$ cat src/rtl/mac_pkg.sv
// Shared types and default widths for the dot-product sequencer and its MAC core.
package mac_pkg;

    localparam int DATA_W = 4;
    localparam int ACC_W  = 9;
    localparam int LEN_W  = 4;
    localparam int PROD_W = 2 * DATA_W;

    typedef enum logic [1:0] {
        IDLE  = 2'd0,
        RUN   = 2'd1,
        DRAIN = 2'd2,
        DONE  = 2'd3
    } state_t;

endpackage

$ cat src/rtl/mac_core.sv
// Two-stage MAC: stage 1 registers an operand pair, stage 2 accumulates its product.
module mac_core
    import mac_pkg::*;
#(
    parameter int DATA_W = mac_pkg::DATA_W,
    parameter int ACC_W  = mac_pkg::ACC_W
) (
    input  logic              clock,
    input  logic              reset,
    input  logic              clear,
    input  logic              in_valid,
    input  logic [DATA_W-1:0] a,
    input  logic [DATA_W-1:0] b,
    output logic [ACC_W-1:0]  acc,
    output logic              ovf
);

    localparam int PW = 2 * DATA_W;

    logic [DATA_W-1:0] a_reg;
    logic [DATA_W-1:0] b_reg;
    logic              valid_reg;
    logic [ACC_W-1:0]  acc_reg;
    logic              ovf_reg;
    logic [PW-1:0]     prod;
    logic [ACC_W:0]    sum_next;

    assign prod     = PW'(a_reg) * PW'(b_reg);
    assign sum_next = {1'b0, acc_reg} + (ACC_W + 1)'(prod);

    always_ff @(posedge clock) begin
        if (!reset || clear) begin
            a_reg     <= '0;
            b_reg     <= '0;
            valid_reg <= 1'b0;
            acc_reg   <= '0;
            ovf_reg   <= 1'b0;
        end else begin
            valid_reg <= in_valid;
            a_reg     <= a;
            b_reg     <= b;
            // The carry out of the truncated sum is sticky until the next clear.
            if (valid_reg) begin
                acc_reg <= sum_next[ACC_W-1:0];
                if (sum_next[ACC_W]) begin
                    ovf_reg <= 1'b1;
                end
            end
        end
    end

    assign acc = acc_reg;
    assign ovf = ovf_reg;

endmodule

$ cat src/rtl/mac_sequencer.sv
// Dot-product controller: takes a length command, streams operand pairs through
// mac_core, drains the pipeline and holds the result until the consumer takes it.
module mac_sequencer
    import mac_pkg::*;
#(
    parameter int DATA_W = mac_pkg::DATA_W,
    parameter int ACC_W  = mac_pkg::ACC_W,
    parameter int LEN_W  = mac_pkg::LEN_W
) (
    input  logic              clock,
    input  logic              reset,
    input  logic              cmd_valid,
    input  logic [LEN_W-1:0]  cmd_len,
    output logic              cmd_ready,
    input  logic              op_valid,
    input  logic [DATA_W-1:0] op_a,
    input  logic [DATA_W-1:0] op_b,
    output logic              op_ready,
    output logic              res_valid,
    output logic [ACC_W-1:0]  res_data,
    output logic              res_ovf,
    input  logic              res_ready,
    output logic              busy
);

    state_t            state_reg;
    state_t            state_next;
    logic [LEN_W-1:0]  cnt_reg;
    logic              core_clear;
    logic              core_in_valid;

    always_ff @(posedge clock) begin
        if (!reset) begin
            state_reg <= IDLE;
        end else begin
            state_reg <= state_next;
        end
    end

    always_comb begin
        state_next = state_reg;
        unique case (state_reg)
            IDLE:  if (cmd_valid) state_next = (cmd_len != '0) ? RUN : DONE;
            RUN:   if (op_valid && cnt_reg == LEN_W'(1)) state_next = DRAIN;
            DRAIN: state_next = DONE;
            DONE:  if (res_ready) state_next = IDLE;
            default: state_next = IDLE;
        endcase
    end

    always_comb begin
        cmd_ready     = (state_reg == IDLE);
        op_ready      = (state_reg == RUN);
        res_valid     = (state_reg == DONE);
        busy          = (state_reg != IDLE);
        core_clear    = (state_reg == IDLE) && cmd_valid;
        core_in_valid = (state_reg == RUN) && op_valid;
    end

    // Remaining beats; only handshaken beats count, bubbles leave it alone.
    always_ff @(posedge clock) begin
        if (!reset) begin
            cnt_reg <= '0;
        end else if (core_clear) begin
            cnt_reg <= cmd_len;
        end else if (core_in_valid) begin
            cnt_reg <= cnt_reg - LEN_W'(1);
        end
    end

    mac_core #(
        .DATA_W (DATA_W),
        .ACC_W  (ACC_W)
    ) u_core (
        .clock    (clock),
        .reset    (reset),
        .clear    (core_clear),
        .in_valid (core_in_valid),
        .a        (op_a),
        .b        (op_b),
        .acc      (res_data),
        .ovf      (res_ovf)
    );

endmodule

$ cat config.mk
export PLATFORM = sky130hd
export DESIGN_NAME = mac_sequencer
export DESIGN_NICKNAME = d
export VERILOG_FILES = /design/src/rtl/mac_pkg.sv /design/src/rtl/mac_core.sv /design/src/rtl/mac_sequencer.sv
export SDC_FILE = /design/constraint.sdc
export NUM_CORES = 1
export LEC_CHECK = 0
export CORE_ASPECT_RATIO = 1.75
export CORE_UTILIZATION = 44
export CTS_BUF_LIST = sky130_fd_sc_hd__clkbuf_16
export CTS_CLUSTER_SIZE = 12
export DETAILED_ROUTE_END_ITERATION = 7
export HOLD_SLACK_MARGIN = 0.15
export PLACE_DENSITY = 0.71
export SKIP_CTS_REPAIR_TIMING = 1
export SYNTH_ARGS = -nofsm -noshare
export SYNTH_HDL_FRONTEND = slang
export SYNTH_SLANG_ARGS = --single-unit
$ cat constraint.sdc
create_clock -name clock -period 3.1 [get_ports clock]
set_input_delay 0.62 -clock clock [delete_from_list [all_inputs] [get_ports clock]]
set_output_delay 0.62 -clock clock [all_outputs]
set_load 0.005 [all_outputs]
# Yosys cells after proc, flatten, opt, wreduce, memory -nomap -nowiden
# Index checks and enable logic that the tools add are counted.
# totals
ff_bits	25
in_bits	17
output_inout_bits	14
word_cells	35
# classes
add_sub_neg	2
n_mul	1
n_eq_ne	7
muxes	7
reduce_logical	11
# ops
cell	count
$add 9x8->10	1
$mul 4x4->8	1
$mux 2	4
$mux 4	2
$pmux 2 s4	1
$eq 2x2->1 const B	2
$eq 4x1->1 const B	1
$ne 2x1->1 const B	2
$reduce_bool 2->1	2
$reduce_bool 4->1	1
$sub 4x1->4 const B	1
$logic_and 1x1->1	3
$reduce_and 3->1	1
$eq 2x1->1 const B	1
$logic_not 2->1	1
$ne 2x2->1 const B	1
$reduce_and 2->1	1
$logic_not 1->1	1
$logic_or 1x1->1	1

# Depth between registers and ports, before layout
# depth
depth_word	4
ltp_mapped	13
depth_no_buf	13

# By module
# A second synthesis with hierarchy kept.
# hier_totals
hier_cells	199
hier_area_um2	1814.2
# by_module_without_submodules
module	instances	cells_per_inst	area_per_inst_um2	seq_area_each_um2
mac_core	1	147	1367.6	380.4
mac_sequencer	1	52	446.7	120.1

# Worst setup path after synthesis
# OpenSTA, ideal clock, no wires.
# synth_path
path_type	flip-flop to flip-flop
startpoint	register u_core.b_reg[3]
endpoint	register u_core.acc_reg[7], in the netlist u_core.acc[7]
setup_ns	0.062
arrival_time_ns	3.125
t_required_ns	3.038
slack_ns	-0.086
path_stages_with_launch	12
n_path_buf	0
synth_period_minus_slack_ns	3.186
path_cell_list	dfxtp_1 > nand2_1 > fa_1 > fa_1 > fa_1 > inv_1 > ha_1 > and2b_1 > o31a_2 > o21ai_2 > or4b_1 > nand3_1
# synth_between
elab_chain_len	2
# synth_lines
item	line_no	rtl
start, declared	mac_core.sv:21	logic [DATA_W-1:0] b_reg;
start signal, assigned	mac_core.sv:34	b_reg <= '0;
start signal, assigned	mac_core.sv:41	b_reg <= b;
$mul 4x4->8	mac_core.sv:28	assign prod = PW'(a_reg) * PW'(b_reg);
$add 9x8->10	mac_core.sv:29	assign sum_next = {1'b0, acc_reg} + (ACC_W + 1)'(prod);
end signal, assigned	mac_core.sv:44	acc_reg <= sum_next[ACC_W-1:0];
end, declared	mac_core.sv:23	logic [ACC_W-1:0] acc_reg;
# Every way passes these cells.
# A chain may end at the register's enable or synchronous reset.

# Final worst setup path
# Ends and elaborated chain as after synthesis.

==> out/qor.yml <==
run_status:
  status: "finished, violations left"
  violations: "setup timing"
routing:
  vias: 1542
  drc_errors: 0
  drtAntennaViolNets: 0
  finalWirelength_mm: 4.16
  wl_per_cell_um: 14.3
  dr.pass1.iters: 4
  viasPerCell: 5.30
  drt_iter0_markers: 35
critical_path:
  cp_top_family: "adder cells"
  crit_path_start: "u_core.b_reg[3]"
  path_common_cell: "fa_1"
  cp_slowest_stage_delay_ns: 0.56
  path_buf_inv: 1
  crit_path_end_kind: "flop"
  cpMaxStageDelayCell: "fa_1"
  path_max_fanout: 3
  worst_setup_path_start_kind: "flop"
  r2r_start: "u_core.b_reg[3]"
  cp.arrival_ns: 3.41
  crit_required_ns: 3.31
  crit_type: "flop to flop"
  crit_chain: "nand2_2 > fa_1 > fa_1 > fa_1 > inv_2 > ha_4 > and2b_1 > o31a_2 > o21ai_2 > or4b_4 > nand3_2"
placed_design:
  dpl_cell_area_um2: 2240
  io_buffer_count: 30
  dp_cells: 286
  dp_hpwl_mm: 3.17
  routabilityCongestion: 0.882
logic_synthesis:
  yosysUniqueCellTypes: 39
  synth_seq_cells: 25
  syn_nets: 250
  yosys_warnings: 0
  ys_seq_area_share_pct: 28.0
  syn_area_per_cell_um2: 8.93
  synthCells: 200
  synth_area_um2: 1790
grt:
  grt.total_usage_pct: 21.1
  grt_pass1_wl_mm: 6.85
  grt_max_degree: 20
  antenna_found_initial: 0
  grt_pass1_vias: 1582
  grt_overflow: 0
finish:
  drive_gt1_share_pct: 17.3
  diodes: 0
  largest_register_ffs: 9
  syn_to_final_growth_pct: 33.7
  final_cell_area_um2: 2390
  nNetsFinal: 294
  fin_cells: 291
die:
  ioPinCount: 31
  core-area_um2: 3870
  rows: 30
  die-area_um2: 4330
  initial_core_util_pct: 46.2
  dieWidth_um: 50.2
  die_h_um: 86.3
clock_network:
  h-tree-depth: 1
  cts_buffers: 3
  cts_tree: "yes"
  clockBufferDepth: 2
  clkSinkCount: 25
  cts_root_buffer: "clkbuf_16"
  clkTransAtPathRegs_ns: 0.07
  insertion_delay_ns: 0.26
sta:
  rsz0062_at_grt: "yes"
  final-setup-viol-count: 4
  drv_slew: 0
  fin_worst_skew_ns: 0.00302
  hold_viol: 0
  max_freq_mhz: 312
  fin_ws_ns: -0.101
  min_period_over_period_pct: 103
  min_period_ns: 3.20
  slew_headroom_pct: 51.4
  tightest_slew_ns: 0.728
pwr:
  irDropWorstVdd_v: 0.000431
  power_mw: 1.14
  p_per_area_nw_per_um2: 476
  p_leak_nw: 1.11
job:
  maxCapViolations: 0
min_path:
  hp-start: "u_core.acc[3]"
  min-delay-path-class: "flop to flop"
[routing by layer]
metal / GRT usage [%] / routed length, um
met2: 40.4 / 2340
met5: 0 / 0
met4: 12.2 / 191
met3: 2.98 / 87
met1: 20.5 / 1540
[area by class of cell]
type	count	area, um2
multi-input cells	143	1230
inverters	27	101
fillers	330	1480
clock buffers	3	75.1
repair buffers	44	405
well taps	48	60.1
clock inverters	1	7.51
flip-flops and latches	25	508
[final timing paths]
kind / slack, ns / cells after the start / end
worst max-delay path: -0.10 / 11 / u_core.acc[7]
worst min-delay path: 0.53 / 2 / u_core.acc[3]
worst max register to register: -0.10 / 11 / u_core.acc[7]
worst min register to register: 0.53 / 2 / u_core.acc[3]
[cell usage after synthesis]
master / instances / area [um2]
clkbuf_1: 3 / 11.3
nor4_1: 1 / 6.26
or4b_1: 2 / 20.0
and2_1: 10 / 62.6
o31a_2: 1 / 10.0
and3_1: 8 / 50.1
o211a_1: 4 / 40.0
nand4_1: 1 / 6.26
xnor2_1: 3 / 26.3
a21boi_0: 2 / 15.0
a21o_1: 2 / 15.0
and4b_1: 1 / 10.0
o21ai_0: 7 / 35.0
a21oi_1: 3 / 15.0
o21ai_2: 1 / 8.76
xor2_1: 1 / 8.76
nor2_1: 13 / 48.8
buf_2: 2 / 10.0
o21ai_1: 1 / 5.00
nand3b_1: 1 / 7.51
nand4b_1: 1 / 8.76
nor3_1: 1 / 5.00
nor3b_1: 2 / 15.0
o221a_2: 1 / 11.3
nand2_1: 20 / 75.1
inv_1: 27 / 101
mux2i_1: 6 / 60.1
nand3_1: 4 / 20.0
o311ai_0: 1 / 8.76
o22ai_1: 1 / 6.26
fa_1: 9 / 180
nor2b_1: 1 / 6.26
or4_1: 2 / 15.0
dfxtp_1: 25 / 500
a211oi_1: 4 / 30.0
o21a_1: 1 / 7.51
o31ai_1: 2 / 15.0
and2b_1: 1 / 7.51
ha_1: 24 / 300
[layout by cell type, fill, tap and decap left out, types with 2 or more instances in the layout]
cell	Yosys	layout
clkdlybuf4s50_1	0	30
inv_1	27	23
ha_1	24	21
dfxtp_1	25	19
nand2_1	20	17
buf_4	0	14
nor2_1	13	12
and2_1	10	10
fa_1	9	9
and3_1	8	8
mux2i_1	6	6
dfxtp_2	0	6
o21ai_0	7	5
inv_2	0	4
o211a_1	4	4
nand2_2	0	3
a21oi_1	3	3
o21ai_1	1	3
nand3_1	4	3
xnor2_1	3	3
a211oi_1	4	3
ha_4	0	3
clkbuf_16	0	3
o31ai_1	2	2
or4_1	2	2
a21o_1	2	2
nor3b_1	2	2
[cell families (layout without fill, tap and decap cells)]
kind of cell	after synthesis	in the layout	synth area share, %
AO/OA/AOI/OAI	31	31	12.5
multiplexers	6	6	3.36
flip-flops	25	25	28.0
adder cells (fa/ha/maj)	33	33	26.9
buffers and inverters	32	75	6.87
AND/OR/NAND/NOR	69	69	20.4
XOR/XNOR	4	4	1.96
[power breakdown]
part	leakage [nW]	switching, mW	internal [mW]
logic	0.871	0.207	0.214
clock network	0.0371	0.120	0.175
registers	0.207	0.0488	0.370
total	1.11	0.376	0.760
[worst min-delay path: stages (launching register included)]
cell and delay [ns]:
dfxtp_1 0.35, mux2i_1 0.07, nor2_1 0.07
[through the flow]
step / worst slack, ns / util [%] / TNS, ns / hold WS, ns
global route: -0.233 / 61.7 / -1.03 / 0.557
detailed placement: -0.170 / 57.9 / -0.417 / 0.518
global placement: -0.119 / 57.9 / -0.252 / 0.504
floorplan: 0.00477 / - / 0 / 0.500
finish: -0.101 / 61.7 / -0.292 / 0.525
CTS: -0.208 / 60.0 / -0.540 / 0.537
No activity file was read; power rests on OpenSTA's default activity.
